File: src/rtl/dcache_ctrl.sv
// Direct-mapped, write-through, no-write-allocate data cache controller
// between the datapath data-memory port and main memory (4-word lines).
module dcache_ctrl #(
    parameter int ADDR_WIDTH = 10,
    parameter int INDEX_BITS = 5
) (
    input  logic                  clk,
    input  logic                  rst,
    input  logic                  MemRead,
    input  logic                  MemWrite,
    input  logic [ADDR_WIDTH-1:0] addr,
    input  logic [31:0]           wdata,
    output logic [31:0]           rdata,
    output logic                  stall,
    output logic                  mem_rd_en,
    output logic                  mem_wr_en,
    output logic [ADDR_WIDTH-1:0] mem_addr,
    output logic [31:0]           mem_wdata,
    input  logic [31:0]           mem_rdata,
    input  logic                  mem_ready,
    output logic [15:0]           hit_count,
    output logic [15:0]           miss_count
);

    localparam int TAG_BITS = ADDR_WIDTH - INDEX_BITS - 4;
    localparam int LINES    = 1 << INDEX_BITS;

    typedef enum logic [1:0] {
        S_IDLE,
        S_REFILL,
        S_WRITE,
        S_WDONE
    } state_t;

    state_t r_state, w_next;

    logic [31:0]           r_data  [0:LINES*4-1];
    logic [TAG_BITS-1:0]   r_tag   [0:LINES-1];
    logic [LINES-1:0]      r_valid;
    logic [1:0]            r_cnt;
    logic                  r_just_refilled;
    logic [15:0]           r_hit_count;
    logic [15:0]           r_miss_count;

    logic [INDEX_BITS-1:0] w_index;
    logic [1:0]            w_off;
    logic [TAG_BITS-1:0]   w_tag;
    logic                  w_hit;
    logic                  w_refill_we;
    logic                  w_refill_done;
    logic                  w_write_upd;
    logic                  w_hit_inc;
    logic                  w_miss_inc;
    logic                  w_unused;

    assign w_index  = addr[INDEX_BITS+3:4];
    assign w_off    = addr[3:2];
    assign w_tag    = addr[ADDR_WIDTH-1:INDEX_BITS+4];
    assign w_hit    = r_valid[w_index] && (r_tag[w_index] == w_tag);
    assign w_unused = &{1'b0, addr[1:0]};

    assign w_refill_done = w_refill_we && (r_cnt == 2'd3);
    assign hit_count     = r_hit_count;
    assign miss_count    = r_miss_count;

    always_comb begin
        w_next      = r_state;
        stall       = 1'b0;
        mem_rd_en   = 1'b0;
        mem_wr_en   = 1'b0;
        mem_addr    = '0;
        mem_wdata   = '0;
        rdata       = '0;
        w_refill_we = 1'b0;
        w_write_upd = 1'b0;
        w_hit_inc   = 1'b0;
        w_miss_inc  = 1'b0;
        case (r_state)
            S_IDLE: begin
                if (MemWrite) begin
                    stall  = 1'b1;
                    w_next = S_WRITE;
                end else if (MemRead) begin
                    if (w_hit) begin
                        rdata = r_data[{w_index, w_off}];
                        // The retried load after a refill was already counted as a miss
                        w_hit_inc = !r_just_refilled;
                    end else begin
                        stall      = 1'b1;
                        w_miss_inc = 1'b1;
                        w_next     = S_REFILL;
                    end
                end
            end
            S_REFILL: begin
                stall     = 1'b1;
                mem_rd_en = 1'b1;
                mem_addr  = {addr[ADDR_WIDTH-1:4], r_cnt, 2'b00};
                if (mem_ready) begin
                    w_refill_we = 1'b1;
                    if (r_cnt == 2'd3)
                        w_next = S_IDLE;
                end
            end
            S_WRITE: begin
                stall     = 1'b1;
                mem_wr_en = 1'b1;
                mem_addr  = {addr[ADDR_WIDTH-1:2], 2'b00};
                mem_wdata = wdata;
                if (mem_ready) begin
                    w_write_upd = w_hit;
                    w_next      = S_WDONE;
                end
            end
            S_WDONE: begin
                w_next = S_IDLE;
            end
            default: begin
                w_next = S_IDLE;
            end
        endcase
    end

    always_ff @(posedge clk) begin
        if (w_refill_we)
            r_data[{w_index, r_cnt}] <= mem_rdata;
        if (w_write_upd)
            r_data[{w_index, w_off}] <= wdata;
        if (w_refill_done)
            r_tag[w_index] <= w_tag;
    end

    always_ff @(posedge clk) begin
        if (rst) begin
            r_state         <= S_IDLE;
            r_valid         <= '0;
            r_cnt           <= '0;
            r_just_refilled <= 1'b0;
            r_hit_count     <= '0;
            r_miss_count    <= '0;
        end else begin
            r_state <= w_next;
            if (w_miss_inc)
                r_cnt <= '0;
            else if (w_refill_we)
                r_cnt <= r_cnt + 2'd1;
            if (w_refill_done) begin
                r_valid[w_index] <= 1'b1;
                r_just_refilled  <= 1'b1;
            end else if (r_state == S_IDLE) begin
                r_just_refilled <= 1'b0;
            end
            if (w_hit_inc && (r_hit_count != '1))
                r_hit_count <= r_hit_count + 16'd1;
            if (w_miss_inc && (r_miss_count != '1))
                r_miss_count <= r_miss_count + 16'd1;
        end
    end

endmodule

File: config.mk
export PLATFORM = sky130hd
export DESIGN_NAME = dcache_ctrl
export DESIGN_NICKNAME = d
export VERILOG_FILES = /design/src/rtl/dcache_ctrl.sv
export SDC_FILE = /design/constraint.sdc
export NUM_CORES = 2
export LEC_CHECK = 0
export CORE_MARGIN = 4
export CORE_UTILIZATION = 60
export CTS_BUF_LIST = sky130_fd_sc_hd__clkbuf_4 sky130_fd_sc_hd__clkbuf_8
export CTS_CLUSTER_DIAMETER = 150
export CTS_CLUSTER_SIZE = 20
export DETAILED_ROUTE_END_ITERATION = 7
export PLACE_DENSITY = 0.8
export SETUP_SLACK_MARGIN = 0.5
export SLEW_MARGIN = 40
export SYNTH_ARGS = -nofsm -noshare
export SYNTH_HDL_FRONTEND = slang
export SYNTH_MEMORY_MAX_BITS = 65536
export SYNTH_SLANG_ARGS = --single-unit
export TNS_END_PERCENT = 1
File: constraint.sdc
create_clock -name clk -period 10.4 [get_ports clk]
set_input_delay 1.04 -clock clk [delete_from_list [all_inputs] [get_ports clk]]
set_output_delay 1.04 -clock clk [all_outputs]
set_load 0.02 [all_outputs]
==> flow_summary_export.csv <==
group,metric,value,unit
status,status,"completed",
grt,grt.overflow.total,0,
sta,hold_viol,0,
synth,synth_top_family_by_area,"multiplexers",
clock_network,tritoncts,"built",
synth,synthTopCellsByCount,"4128 x edfxtp_1, 1200 x mux4_2, 209 x clkbuf_1",
sta,setup_violations,0,
setup_path,reg2reg_depth,8,
worst_hold_path,min_path_type,"register to register",
synth,avgSynthCellArea,23.5,µm²
floorplanning,die_w,526,µm
drt,detailedRoute.firstIterationViolations,13125,
setup_path,cp-end-kind,"output port",
sta,finClkSkew,0.0785,ns
drt,ant_nets,0,
floorplanning,ios,188,
setup_path,crit_path_max_fanout,66,
synth,synth_flop_cell,"edfxtp_1",
pwr,p_sw,5.98,mW
synth,synth_edf_count,4128,
finish,finish.utilization,64.7,%
floorplanning,num_rows,190,
synth,synth-adder-area-share,0.0543,%
synth,synth-compound-area-share,1.07,%
setup_path,cp.arrival,6.59,ns
clock_network,clockBufferDepth,3,
clock_network,ctsRootBufferMaster,"clkbuf_8",
clock_network,cts_setup_buffers,0,
finish,design_area,173000,µm²
setup_path,crit_type,"input port to output port",
finish,nets,7253,
synth,synthSimpleGateAreaFrac,1.71,%
synth,netlist_area,161000,µm²
clock_network,clock_sinks,4197,
floorplanning,die_h,526,µm
pwr,power_leakage,52.3,nW
floorplanning,dieArea,277000,µm²
drt,drc,0,
setup_path,slowest_stage,"clkdlybuf4s50_1",
synth,synthArstFlopShare,0,%
synth,synth.largest_area_cell,"edfxtp_1",
sta,tns,0,ns
placed_design,place_area,169000,µm²
clock_network,ctsHoldBuffers,0,
floorplanning,core_area,268000,µm²
pwr,clkPwrFrac,24.8,%
finish,syn_to_final_growth,7.44,%
synth,ys_seq_area_share,77.7,%
pwr,swShare,21.8,%
grt,track_usage,29.7,%
grt,grt_max_degree,119,
sta,tightest_slew,1.04,ns
sta,grt_setup_unrepaired,"no",
setup_path,worstSetupStartpointType,"input port",
clock_network,cts-resized-gates,0,
sta,period_share,73.3,%
clock_network,htreeDepth,4,
pwr,p_int,21.4,mW
drt,drt-total-wl,409000,µm
synth,yosysMostFrequentCell,"edfxtp_1",
floorplanning,start_util,60.2,%
sta,maxSlewHeadroom,28.4,%
grt,grt_pass1_wl,577000,µm
drt,routedWlPerCell,38.0,µm
synth,yosys_warnings,0,
worst_hold_path,hold_path_depth,2,
synth,synthXorXnorAreaFrac,0.0109,%
synth,ys_seq_elements,4197,
placed_design,port_buffers,183,
setup_path,required,9.36,ns
clock_network,cts.clk_slew.worst_paths,0.12,ns
setup_path,crit_top_cell,"buf_16",
synth,synth_top_area_share,76.9,%
synth,synth_cells,6858,
setup_path,slowest_delay,0.59,ns
pwr,seqPwrFrac,67.8,%
grt,antenna_found_initial,27,
synth,synth_mux_area_share,18.4,%
synth,yosysUniqueCellTypes,67,
sta,fin_crit,7.63,ns
placed_design,gp_congestion,0.903,
grt,grt_pass1_vias,76759,
finish,drive_gt1_share,27.6,%
drt,vias_per_cell,7.18,
synth,yosys-top-cells-area,"edfxtp_1 77%, mux4_2 17%, mux2i_1 1.2%",
drt,first_pass_iters,6,
placed_design,detailed_place_hpwl,240000,µm
flow_run,cap_violations,0,
pwr,pwr-share-comb,7.4,%
sta,max_freq,131,MHz
clock_network,numCtsBuffers,227,
pwr,powerDensity,158,nW/µm²
sta,finalMaxSlewViolations,0,
setup_path,path_cells,"buf_16, buf_16, buf_12, buf_12, buf_16, mux4_2, mux4_2, mux2i_1, o21ai_1, buf_4, a221oi_1, nor2_1, clkdlybuf4s50_1",
finish,fillerInstances,16300,
pwr,ir_drop,0.152,mV
clock_network,clk_latency,1.07,ns
drt,vias,77342,
## per-layer routing
| layer | vias to the layer above | wire length (µm) | track usage (%) |
|---|---|---|---|
| met5 | - | 75 | 0 |
| li1 | 29614 | - | - |
| met1 | 40658 | 137000 | 40.8 |
| met4 | 12 | 22800 | 13.2 |
| met2 | 6156 | 195000 | 45.9 |
| met3 | 902 | 54900 | 7.46 |
## sequential cells by signal (all words and copies together) (netlist names)
signal,flops
hit_count,16
r_data,4096
r_state,2
r_valid,32
r_tag,32
r_just_refilled,1
r_cnt,2
miss_count,16
## cells in the final DEF (no fill, tap or decap), drive strengths merged, types with 46 or more instances in the layout
cell	synthesis	layout
a21oi	46	46
clkdlybuf4s50	0	176
mux4	1200	1200
nand2	96	96
dfxtp	69	69
edfxtp	4128	4128
o22ai	96	96
clkbuf	209	259
buf	181	291
mux2i	200	200
nor2	258	258
## worst paths after layout
path / start / to / slack, ns
worst max-delay path: addr[2] / rdata[0] / 2.77
worst min-delay path: r_valid[25] / r_valid[25] / 0.49
worst min register to register: r_valid[25] / r_valid[25] / 0.49
worst max register to register: r_tag[24] / r_data[36][19] / 5.50
## area by class of cell
cell class	instances	area [µm²]	share of cell area, %
Antenna cell	8	20.0	0.0116
Clock buffer	257	3370	1.95
Inverter	10	45.0	0.0260
Tap cell	3552	4440	2.57
Sequential cell	4197	125000	72.4
Clock inverter	10	83.8	0.0484
Multi-Input combinational cell	2262	35400	20.4
Timing Repair Buffer	469	4550	2.63
## logic make-up (layout without fill, tap and decap cells)
logic type	count (synthesis)	after routing
xor gates and xnor gates	2	2
buffers and inverters	400	746
adders and majority gates	7	7
other	1	10
and+or+nand+nor	550	550
DFF	4197	4197
AOI/OAI and AO/OA	256	256
muxes	1445	1445
## critical path, delay by kind of cell
family	cells	cell delay (ns)
buffers and inverters	7	2.74
AOI/OAI and AO/OA	2	0.71
muxes	3	1.62
and+or+nand+nor	1	0.14
## per-stage QoR
| stage | worst slack, ns | power [mW] | hold WS [ns] | std cells |
|---|---|---|---|---|
| after floorplan | 5.26 | 20.1 | 0.435 | 6859 |
| after global placement | 2.64 | 20.9 | 0.454 | 10467 |
| after detailed placement | 2.86 | 21.0 | 0.458 | 10482 |
| after CTS | 2.87 | 27.4 | 0.488 | 10749 |
| after global routing | 2.56 | 28.2 | 0.514 | 10760 |
| final | 2.77 | 27.4 | 0.490 | 10765 |
## power by group through the flow
stage | Combinational [mW] | Sequential, mW | Clock (mW)
6_report | 2.04 | 18.6 | 6.79
5_1_grt | 2.11 | 18.6 | 7.52
4_1_cts | 2.00 | 18.6 | 6.83
3_5_place_dp | 2.00 | 19.0 | 0
3_3_place_gp | 1.93 | 19.0 | 0
2_1_floorplan | 1.14 | 19.0 | 0
Note: power is estimated with default switching activity, not from simulation.
